File: src/rtl/shot_controller.sv
// Purpose : turns raw KEY buttons plus the SW weapon select into the turret angle
//           and a 1-cycle fire pulse shared by every enemy slot.
// Latency : fire event seen in IDLE at cycle N -> pulse during N+1 -> ready at N+2+cooldown.
//           A raw key edge becomes an event 2 (sync) + DEBOUNCE_CYCLES cycles later.
// Backpr. : none; fire events outside IDLE are dropped, never queued.
// Ports   : clk, reset_n (async, active-low); key_left/key_right/key_fire (raw, active-low);
//           shootingtype[1:0] (00 none, 01 spread, 10 double, 11 sniper);
//           hit_angle[3:0], outgoing_projectiles, ready, sniper_left[1:0], shots_fired[15:0].
// Config  : define AUTOFIRE_EN to keep firing while key_fire stays pressed after cooldown.
module shot_controller #(
  parameter int unsigned DEBOUNCE_CYCLES = 250000,
  parameter int unsigned COOLDOWN_SPREAD = 12500000,
  parameter int unsigned COOLDOWN_DOUBLE = 25000000,
  parameter int unsigned COOLDOWN_SNIPER = 50000000,
  parameter int unsigned SNIPER_CHARGES  = 3
) (
  input  logic        clk,
  input  logic        reset_n,
  input  logic        key_left,
  input  logic        key_right,
  input  logic        key_fire,
  input  logic [1:0]  shootingtype,
  output logic [3:0]  hit_angle,
  output logic        outgoing_projectiles,
  output logic        ready,
  output logic [1:0]  sniper_left,
  output logic [15:0] shots_fired
);

  localparam int unsigned CD_MAX =
    (COOLDOWN_SPREAD > COOLDOWN_DOUBLE) ?
      ((COOLDOWN_SPREAD > COOLDOWN_SNIPER) ? COOLDOWN_SPREAD : COOLDOWN_SNIPER) :
      ((COOLDOWN_DOUBLE > COOLDOWN_SNIPER) ? COOLDOWN_DOUBLE : COOLDOWN_SNIPER);
  localparam int DB_W = $clog2(DEBOUNCE_CYCLES + 1);
  localparam int CD_W = $clog2(CD_MAX + 1);

  // Key indices inside the 3-bit key vectors.
  localparam int K_LEFT  = 0;
  localparam int K_RIGHT = 1;
  localparam int K_FIRE  = 2;

  typedef enum logic [1:0] {
    S_IDLE     = 2'd0,
    S_FIRE     = 2'd1,
    S_COOLDOWN = 2'd2
  } state_t;

  // Input conditioning state (raw keys are active-low, pressed_* is active-high).
  logic [2:0]           sync1_q, sync1_d;
  logic [2:0]           sync2_q, sync2_d;
  logic [2:0]           pressed_q, pressed_d;
  logic [2:0]           pressed_prev_q, pressed_prev_d;
  logic [2:0][DB_W-1:0] db_cnt_q, db_cnt_d;
  logic [2:0]           evt;

  // Control state.
  state_t               state_q, state_d;
  logic [1:0]           type_q, type_d;
  logic [CD_W-1:0]      cd_len_q, cd_len_d;
  logic [CD_W-1:0]      cd_cnt_q, cd_cnt_d;
  logic [3:0]           angle_q, angle_d;
  logic                 pulse_q, pulse_d;
  logic                 ready_q, ready_d;
  logic [1:0]           sniper_q, sniper_d;
  logic [15:0]          shots_q, shots_d;
  logic                 fire_ok;

  // Synchronizers and debouncers. The debounced level only moves after the
  // synchronized level has disagreed with it for DEBOUNCE_CYCLES cycles in a row;
  // any agreement in between restarts the count.
  always_comb begin
    sync1_d        = {key_fire, key_right, key_left};
    sync2_d        = sync1_q;
    pressed_prev_d = pressed_q;
    pressed_d      = pressed_q;
    db_cnt_d       = db_cnt_q;
    for (int i = 0; i < 3; i++) begin
      if (~sync2_q[i] != pressed_q[i]) begin
        if (db_cnt_q[i] == DB_W'(DEBOUNCE_CYCLES - 1)) begin
          pressed_d[i] = ~sync2_q[i];
          db_cnt_d[i]  = '0;
        end else begin
          db_cnt_d[i]  = db_cnt_q[i] + 1'b1;
        end
      end else begin
        db_cnt_d[i] = '0;
      end
    end
  end

  // Release->press transition of the debounced level, one cycle wide.
  assign evt = pressed_q & ~pressed_prev_q;

  // A shot is possible with a weapon selected and, for the sniper, a charge left.
  assign fire_ok = (shootingtype != 2'b00) &&
                   !((shootingtype == 2'b11) && (sniper_q == 2'd0));

  always_comb begin
    state_d  = state_q;
    type_d   = type_q;
    cd_len_d = cd_len_q;
    cd_cnt_d = cd_cnt_q;
    angle_d  = angle_q;
    sniper_d = sniper_q;
    shots_d  = shots_q;

    unique case (state_q)
      S_IDLE: begin
        if (evt[K_FIRE] && fire_ok) begin
          state_d = S_FIRE;
          type_d  = shootingtype;
        end
      end
      S_FIRE: begin
        state_d  = S_COOLDOWN;
        cd_cnt_d = '0;
        // Length comes from the weapon captured at acceptance, so SW changes
        // after the press cannot shorten or extend this cooldown.
        unique case (type_q)
          2'b10:   cd_len_d = CD_W'(COOLDOWN_DOUBLE);
          2'b11:   cd_len_d = CD_W'(COOLDOWN_SNIPER);
          default: cd_len_d = CD_W'(COOLDOWN_SPREAD);
        endcase
        shots_d = (shots_q == 16'hFFFF) ? shots_q : shots_q + 16'd1;
        if (type_q == 2'b11) begin
          sniper_d = sniper_q - 2'd1;
        end
      end
      S_COOLDOWN: begin
        if (cd_cnt_q == cd_len_q - 1'b1) begin
          cd_cnt_d = '0;
`ifdef AUTOFIRE_EN
          // Held key re-fires without a new press; sniper stops once empty
          // because fire_ok sees the already-decremented charge count.
          if (pressed_q[K_FIRE] && fire_ok) begin
            state_d = S_FIRE;
            type_d  = shootingtype;
          end else begin
            state_d = S_IDLE;
          end
`else
          state_d = S_IDLE;
`endif
        end else begin
          cd_cnt_d = cd_cnt_q + 1'b1;
        end
      end
      default: state_d = S_IDLE;
    endcase

    // The angle is frozen during FIRE so every enemy samples one stable value.
    if (state_q != S_FIRE) begin
      unique case ({evt[K_LEFT], evt[K_RIGHT]})
        2'b10:   angle_d = angle_q - 4'd1;
        2'b01:   angle_d = angle_q + 4'd1;
        default: angle_d = angle_q;
      endcase
    end

    // Registered outputs track the state being entered.
    pulse_d = (state_d == S_FIRE);
    ready_d = (state_d == S_IDLE);
  end

  always_ff @(posedge clk or negedge reset_n) begin
    if (!reset_n) begin
      sync1_q        <= 3'b111;
      sync2_q        <= 3'b111;
      pressed_q      <= 3'b000;
      pressed_prev_q <= 3'b000;
      db_cnt_q       <= '0;
      state_q        <= S_IDLE;
      type_q         <= 2'b00;
      cd_len_q       <= CD_W'(COOLDOWN_SPREAD);
      cd_cnt_q       <= '0;
      angle_q        <= 4'd0;
      pulse_q        <= 1'b0;
      ready_q        <= 1'b0;
      sniper_q       <= 2'(SNIPER_CHARGES);
      shots_q        <= 16'd0;
    end else begin
      sync1_q        <= sync1_d;
      sync2_q        <= sync2_d;
      pressed_q      <= pressed_d;
      pressed_prev_q <= pressed_prev_d;
      db_cnt_q       <= db_cnt_d;
      state_q        <= state_d;
      type_q         <= type_d;
      cd_len_q       <= cd_len_d;
      cd_cnt_q       <= cd_cnt_d;
      angle_q        <= angle_d;
      pulse_q        <= pulse_d;
      ready_q        <= ready_d;
      sniper_q       <= sniper_d;
      shots_q        <= shots_d;
    end
  end

  assign hit_angle            = angle_q;
  assign outgoing_projectiles = pulse_q;
  assign ready                = ready_q;
  assign sniper_left          = sniper_q;
  assign shots_fired          = shots_q;

endmodule

File: config.mk
export PLATFORM = sky130hd
export DESIGN_NAME = shot_controller
export DESIGN_NICKNAME = d
export VERILOG_FILES = /design/src/rtl/shot_controller.sv
export SDC_FILE = /design/constraint.sdc
export NUM_CORES = 1
export LEC_CHECK = 0
export ABC_AREA = 1
export CELL_PAD_IN_SITES_DETAIL_PLACEMENT = 0
export CELL_PAD_IN_SITES_GLOBAL_PLACEMENT = 1
export CORE_MARGIN = 2
export CORE_UTILIZATION = 42
export DETAILED_ROUTE_END_ITERATION = 10
export PLACE_DENSITY_LB_ADDON = 0.2
export SYNTH_ARGS = -nofsm -noshare
export SYNTH_HDL_FRONTEND = slang
export SYNTH_SLANG_ARGS = --single-unit
export TNS_END_PERCENT = 50
File: constraint.sdc
create_clock -name clk -period 2.1 [get_ports clk]
set_input_delay 0.315 -clock clk [delete_from_list [all_inputs] [get_ports clk]]
set_output_delay 0.315 -clock clk [all_outputs]
set_load 0.005 [all_outputs]
# Word level (Yosys, flattened, before mapping)

Index checks and enable logic that the tools add are counted.

Logic and storage cells: 80
Bits in registers: 146

Reductions and logical operators: 17
Bitwise gates (word level): 6
$add $sub $neg: 9
Mux-type cells: 13
Equal/unequal tests: 17

Operators by type and width:

| operator                                             | number |
|---|---|
| two-way mux 18 bit                                   | 6 |
| one-hot mux 26 bit (2 select lines)                  | 2 |
| adder 18 x 1 -> 18 bit (second input constant)       | 3 |
| equality test 18 bit (second input constant)         | 3 |
| adder 26 x 1 -> 26 bit (second input constant)       | 1 |
| equality test 26 bit                                 | 1 |
| two-way mux 26 bit                                   | 1 |
| subtractor 26 x 1 -> 26 bit (second input constant)  | 1 |
| adder 16 x 1 -> 16 bit (second input constant)       | 1 |
| equality test 16 bit (second input constant)         | 1 |
| AND reduction 2 bit                                  | 7 |
| equality test 2 bit (second input constant)          | 5 |
| one-hot mux 4 bit (2 select lines)                   | 1 |
| equality test 2 x 1 -> 1 bit (second input constant) | 3 |
| logical NOT 2 bit                                    | 3 |
| one-hot mux 2 bit (3 select lines)                   | 1 |
| nonzero test 2 bit                                   | 3 |
| adder 4 x 1 -> 4 bit (second input constant)         | 1 |
| two-way mux 2 bit                                    | 2 |
| NOT 1 bit                                            | 4 |
| subtractor 4 x 1 -> 4 bit (second input constant)    | 1 |
| AND 3 bit                                            | 1 |
| logical AND 1 bit                                    | 3 |
| inequality test 1 bit                                | 3 |
| 4 further kinds                                      | 4 |

# Logic depth before layout (Yosys ltp)

Word-level depth: 8
Gate-level depth with buffers: 16
Depth with buffers taken out: 16

# Worst setup path before layout

No wires, ideal clock.

Path kind: reg2reg
From: register cd_len_q[10]
To: register cd_cnt_q[10]
Stages on the path, launching flop included: 14
Path slack: -0.024 ns
Arrival: 1.985 ns
Path buffers: 1
Data required time: 1.961 ns
Cells stage by stage: dfstp_2 -> inv_1 -> ha_1 -> ha_1 -> inv_1 -> nand2_1 -> nand2_1 -> nor2_1 -> nand3_1 -> nor2_4 -> nand3_4 -> nand2_4 -> buf_8 -> a21oi_2

Longest elaborated chain between the ends: 4

Ends and longest elaborated chain:

| item                                | line | source |
|---|---|---|
| from (decl)                         | 59   | `logic [CD_W-1:0] cd_len_q, cd_len_d;` |
| from (signal assigned)              | 174  | `cd_len_q <= CD_W'(COOLDOWN_SPREAD);` |
| from (signal assigned)              | 189  | `cd_len_q <= cd_len_d;` |
| subtractor 26 x 1 -> 26 bit         | 130  | `if (cd_cnt_q == cd_len_q - 1'b1) begin` |
| equality test 26 bit                | 130  |  |
| two-way mux 26 bit                  | 130  |  |
| one-hot mux 26 bit (2 select lines) | 107  | `unique case (state_q)` |
| to (signal assigned)                | 190  | `cd_cnt_q <= cd_cnt_d;` |
| to (decl)                           | 60   | `logic [CD_W-1:0] cd_cnt_q, cd_cnt_d;` |

No other way between the ends.
A chain may end at the register's enable or synchronous reset.

# Worst setup path after layout

From: register cd_len_q[10]
To: register cd_cnt_q[24]

Same word-level chain as after synthesis.

==> key figures <==
Clock tree
  • Reg clk slew, reported paths: 0.05 ns
  • Clock sinks: roughly 130
  • Worst-case clock buffer depth: 2
  • Cts bufs inserted: 17
  • Clock Root Buffer: clkbuf_16
  • H-tree depth: 4
  • Later-pin clock latency in the skew report: 0.42 ns
  • CTS tree: done

Flow run
  • Max-cap violations: 0

Routing
  • DRC errors left: 0
  • Vias: 5370
  • Initial drt markers: 377
  • Drt first pass iters: 4
  • Antenna Nets Post-Route: 0
  • Routed WL: 14.79 mm
  • Routed vias/inst: 4.895
  • Wire per inst: 13.49 um

Timing
  • Slew Viols, Final: 0
  • Clock Skew: around 0.0087 ns
  • Worst hold slack: 0.3066 ns
  • Final Hold Viols: 0
  • Final WS setup: around 0.07 ns
  • Final min period: 2.029 ns
  • Max_slew headroom: between 60 and 70%
  • Slew @ Worst Pin: 0.4675 ns
  • Final Cycle Share: a little over nine tenths
  • Final Setup Violations: 0
  • Setup tns final: 0 ns
  • FMAX: a little under 500 MHz
  • RSZ-0062 raised after global routing: true

Yosys
  • Post-Syn Area per Cell: 8.421 um^2
  • Post-synth ARST share: 100.0%
  • Post-Syn Area: approximately 0.0068 mm^2
  • Top-area cell type share of the netlist area: 42.45%
  • Synth unique cells: 51
  • Synth Register Bits: 126
  • Cells after synthesis: 805
  • Count leader, synth: nand2_1
  • Sequential-to-total area share from yosys stat: 46.71%
  • Post-Syn Nets: 828
  • Area leader, netlist: dfrtp_1
  • Number of synthesized flops with an enable pin: 0
  • Yosys warns: 0
  • Most frequent cells after synthesis: 166 x nand2_1, 115 x dfrtp_1, 99 x nor2_1
  • Area contributors post-synth: dfrtp_1 42%, nand2_1 9.2%, nor2_1 5.5%, inv_1 5.1%, xor2_1 5.0%
  • Ys flop type: dfrtp_1

Worst setup path
  • Worst-path maximum fanout: 8
  • Worst setup EP type: flip-flop
  • CP required: 2.40 ns
  • Critical path arrival: 2.33 ns
  • Startpoint Class: flip-flop
  • Kind of critical path: reg -> reg

Power
  • Internal cell power: approximately 0.0045 W
  • Power Total: between 0.005 and 0.006 W
  • P_sw: 0.001171 W
  • Clk network pwr share: 54.4%
  • Pwr/cell area: slightly below 700 mW/mm^2
  • Maximum VDD drop: 534.4 uV
  • Switching part of the total: 20.63%
  • Comb pwr share: ~2.2%
  • Sequential power share: 43.5%
  • Leak: ~3.7 nW

Die
  • Num rows: 46
  • Core Region: approximately 0.016 mm^2
  • Die W: approximately 130 um
  • I/O pins: 31
  • Die Y: 131.0 um
  • Die area: between 0.015 and 0.02 mm^2
  • Starting density of the core: a little over two fifths

Status
  • Status: finished, final reports clean

Global route
  • Total GRT Usage: 18.68%
  • Grt ovf: 0
  • Vias in the first global route: 5258
  • Antenna violations before repair: 0
  • First-pass GRT wire length: 25.05 mm
  • Largest net degree at the start of global routing: 61

Worst hold path
  • Hold WC Path Type: in -> reg

Final layout
  • Post-layout util: about 52%
  • Antenna cells: 0
  • P&R area growth vs syn: 20.82%
  • Share of cells above drive strength 1: 16.35%
  • Fillers: around 1500
  • Nets: ~890

Place
  • IO Port Bufs: 30
  • Dpl hpwl: between 10 and 15 mm
  • Placer Congestion: 0.8996
  • Pre-CTS setup slack: -0.05306 ns
-- per-layer routing --
metal / vias to the layer above / track usage, % / part of all wire (%)
met5: - / 0 / 0
met4: 0 / 7.447 / 1.6
met3: 20 / 3.868 / 3.0
met2: 76 / 29.32 / 47
met1: 2554 / 25.44 / 49
li1: 2720 / - / -
-- layout make-up --
type | instances | area, um^2 | share of cell area, %
multi-input combinational | 564 | 3228 | 39.41
clock inverter | 11 | 165.2 | 2.016
timing repair buffer | 49 | 496.7 | 6.065
inverter | 110 | 412.9 | 5.041
tap | 216 | 270.3 | 3.300
clock buffer | 21 | 450.4 | 5.500
sequential | 126 | 3167 | 38.66
-- state kept, by name, summed over array words and instances, names as in the netlist --
signal / flops
type_q: 2
sync1_q: 3
pressed_prev_d: 3
ready: 1
cd_len_q: 6
db_cnt_q: 54
sniper_left: 2
cd_cnt_q: 26
outgoing_projectiles: 1
shots_fired: 16
state_q: 2
pressed_prev_q: 3
hit_angle: 4
sync2_q: 3
-- kinds of logic (layout without fill, tap and decap cells) --
logic type / count (synthesis) / after routing / share of synthesized area [%]
XOR/XNOR: 55 / 55 / 7.106
multiplexers: 3 / 3 / 0.4614
AND/OR/NAND/NOR: 402 / 402 / 28.28
adder cells (fa/ha/maj): 16 / 16 / 3.064
buffers and inverters: 115 / 191 / 6.589
flip-flops: 126 / 126 / 46.71
AO/OA/AOI/OAI: 88 / 88 / 7.789
-- worst max-delay path: stages (launching register included) --
cell	delay (ns)
dfstp_2	0.53
inv_2	0.05
ha_4	0.16
ha_4	0.27
inv_2	0.03
nand2_2	0.05
nand2_2	0.06
nor2_2	0.09
nand3_2	0.09
nor2_4	0.11
nand3_4	0.15
nand2_4	0.15
nand3b_1	0.12
nand2_1	0.05
-- metrics by stage --
stage          instances  instance area, um^2
4_1_cts             1095                 8152
3_5_place_dp        1062                 7483
5_1_grt             1097                 8190
6_report            1097                 8190
3_3_place_gp        1062                 7483
2_1_floorplan        805                 6779
-- timing repair --
item	4_1_cts	5_1_grt
hold endpoints to repair	18	0
setup buffers	0	2
hold buffers	1	0
pin swaps	4	8
setup endpoints to repair	15	29
resized for setup	7	12
-- worst paths after layout --
check                                          from                       end  slack [ns]  cells past startpoint
max in group asynchronous                   reset_n  cd_len_q[10]$_DFFE_PN1P_        1.08                      3
setup reg to reg           cd_len_q[10]$_DFFE_PN1P_  cd_cnt_q[24]$_DFFE_PN0P_        0.07                     13
setup / recovery           cd_len_q[10]$_DFFE_PN1P_  cd_cnt_q[24]$_DFFE_PN0P_        0.07                     13
hold reg to reg                sync1_q[1]$_DFF_PN1_      sync2_q[1]$_DFF_PN1_        0.36                      0
hold / removal                             key_fire      sync1_q[2]$_DFF_PN1_        0.31                      1
min in group asynchronous                   reset_n    db_cnt_q[25]$_DFF_PN0_        0.34                      2
-- cells in the final DEF, fill, tap and decap left out, types with 3 or more instances in the layout --
cell type        instances
o21ai_0                 21
a21oi_1                 31
o21ai_1                  4
inv_2                   18
inv_1                   90
nand2_1                164
or2_2                    3
clkbuf_16               17
xor2_1                  39
nor2_4                   8
clkbuf_1                 3
and3_1                   3
nand2_2                  5
nor2_1                  96
nor3_1                  22
clkdlybuf4s50_1         29
buf_12                   4
bufinv_16                4
nor3_2                   7
nor4_1                   7
dfstp_2                 11
nor2_2                  12
ha_1                    12
a21oi_2                 12
nand4_1                  9
nand3_2                  4
buf_4                   14
o22ai_1                  6
nand3b_1                 4
clkinv_2                 4
dfrtp_1                115
nand3_1                 41
nor3b_1                  5
a31oi_1                  4
xnor2_1                 16
-- power groups by stage --
stage | combinational [W] | sequential (W) | clock [W]
2_1_floorplan | 0.0000413 | 0.00251 | 0
3_3_place_gp | 0.000124 | 0.00251 | 0
3_5_place_dp | 0.000127 | 0.00251 | 0
4_1_cts | 0.000129 | 0.00247 | 0.00314
5_1_grt | 0.000142 | 0.00247 | 0.00325
6_report | 0.000123 | 0.00247 | 0.00309
(Power assumes the default switching activity.)
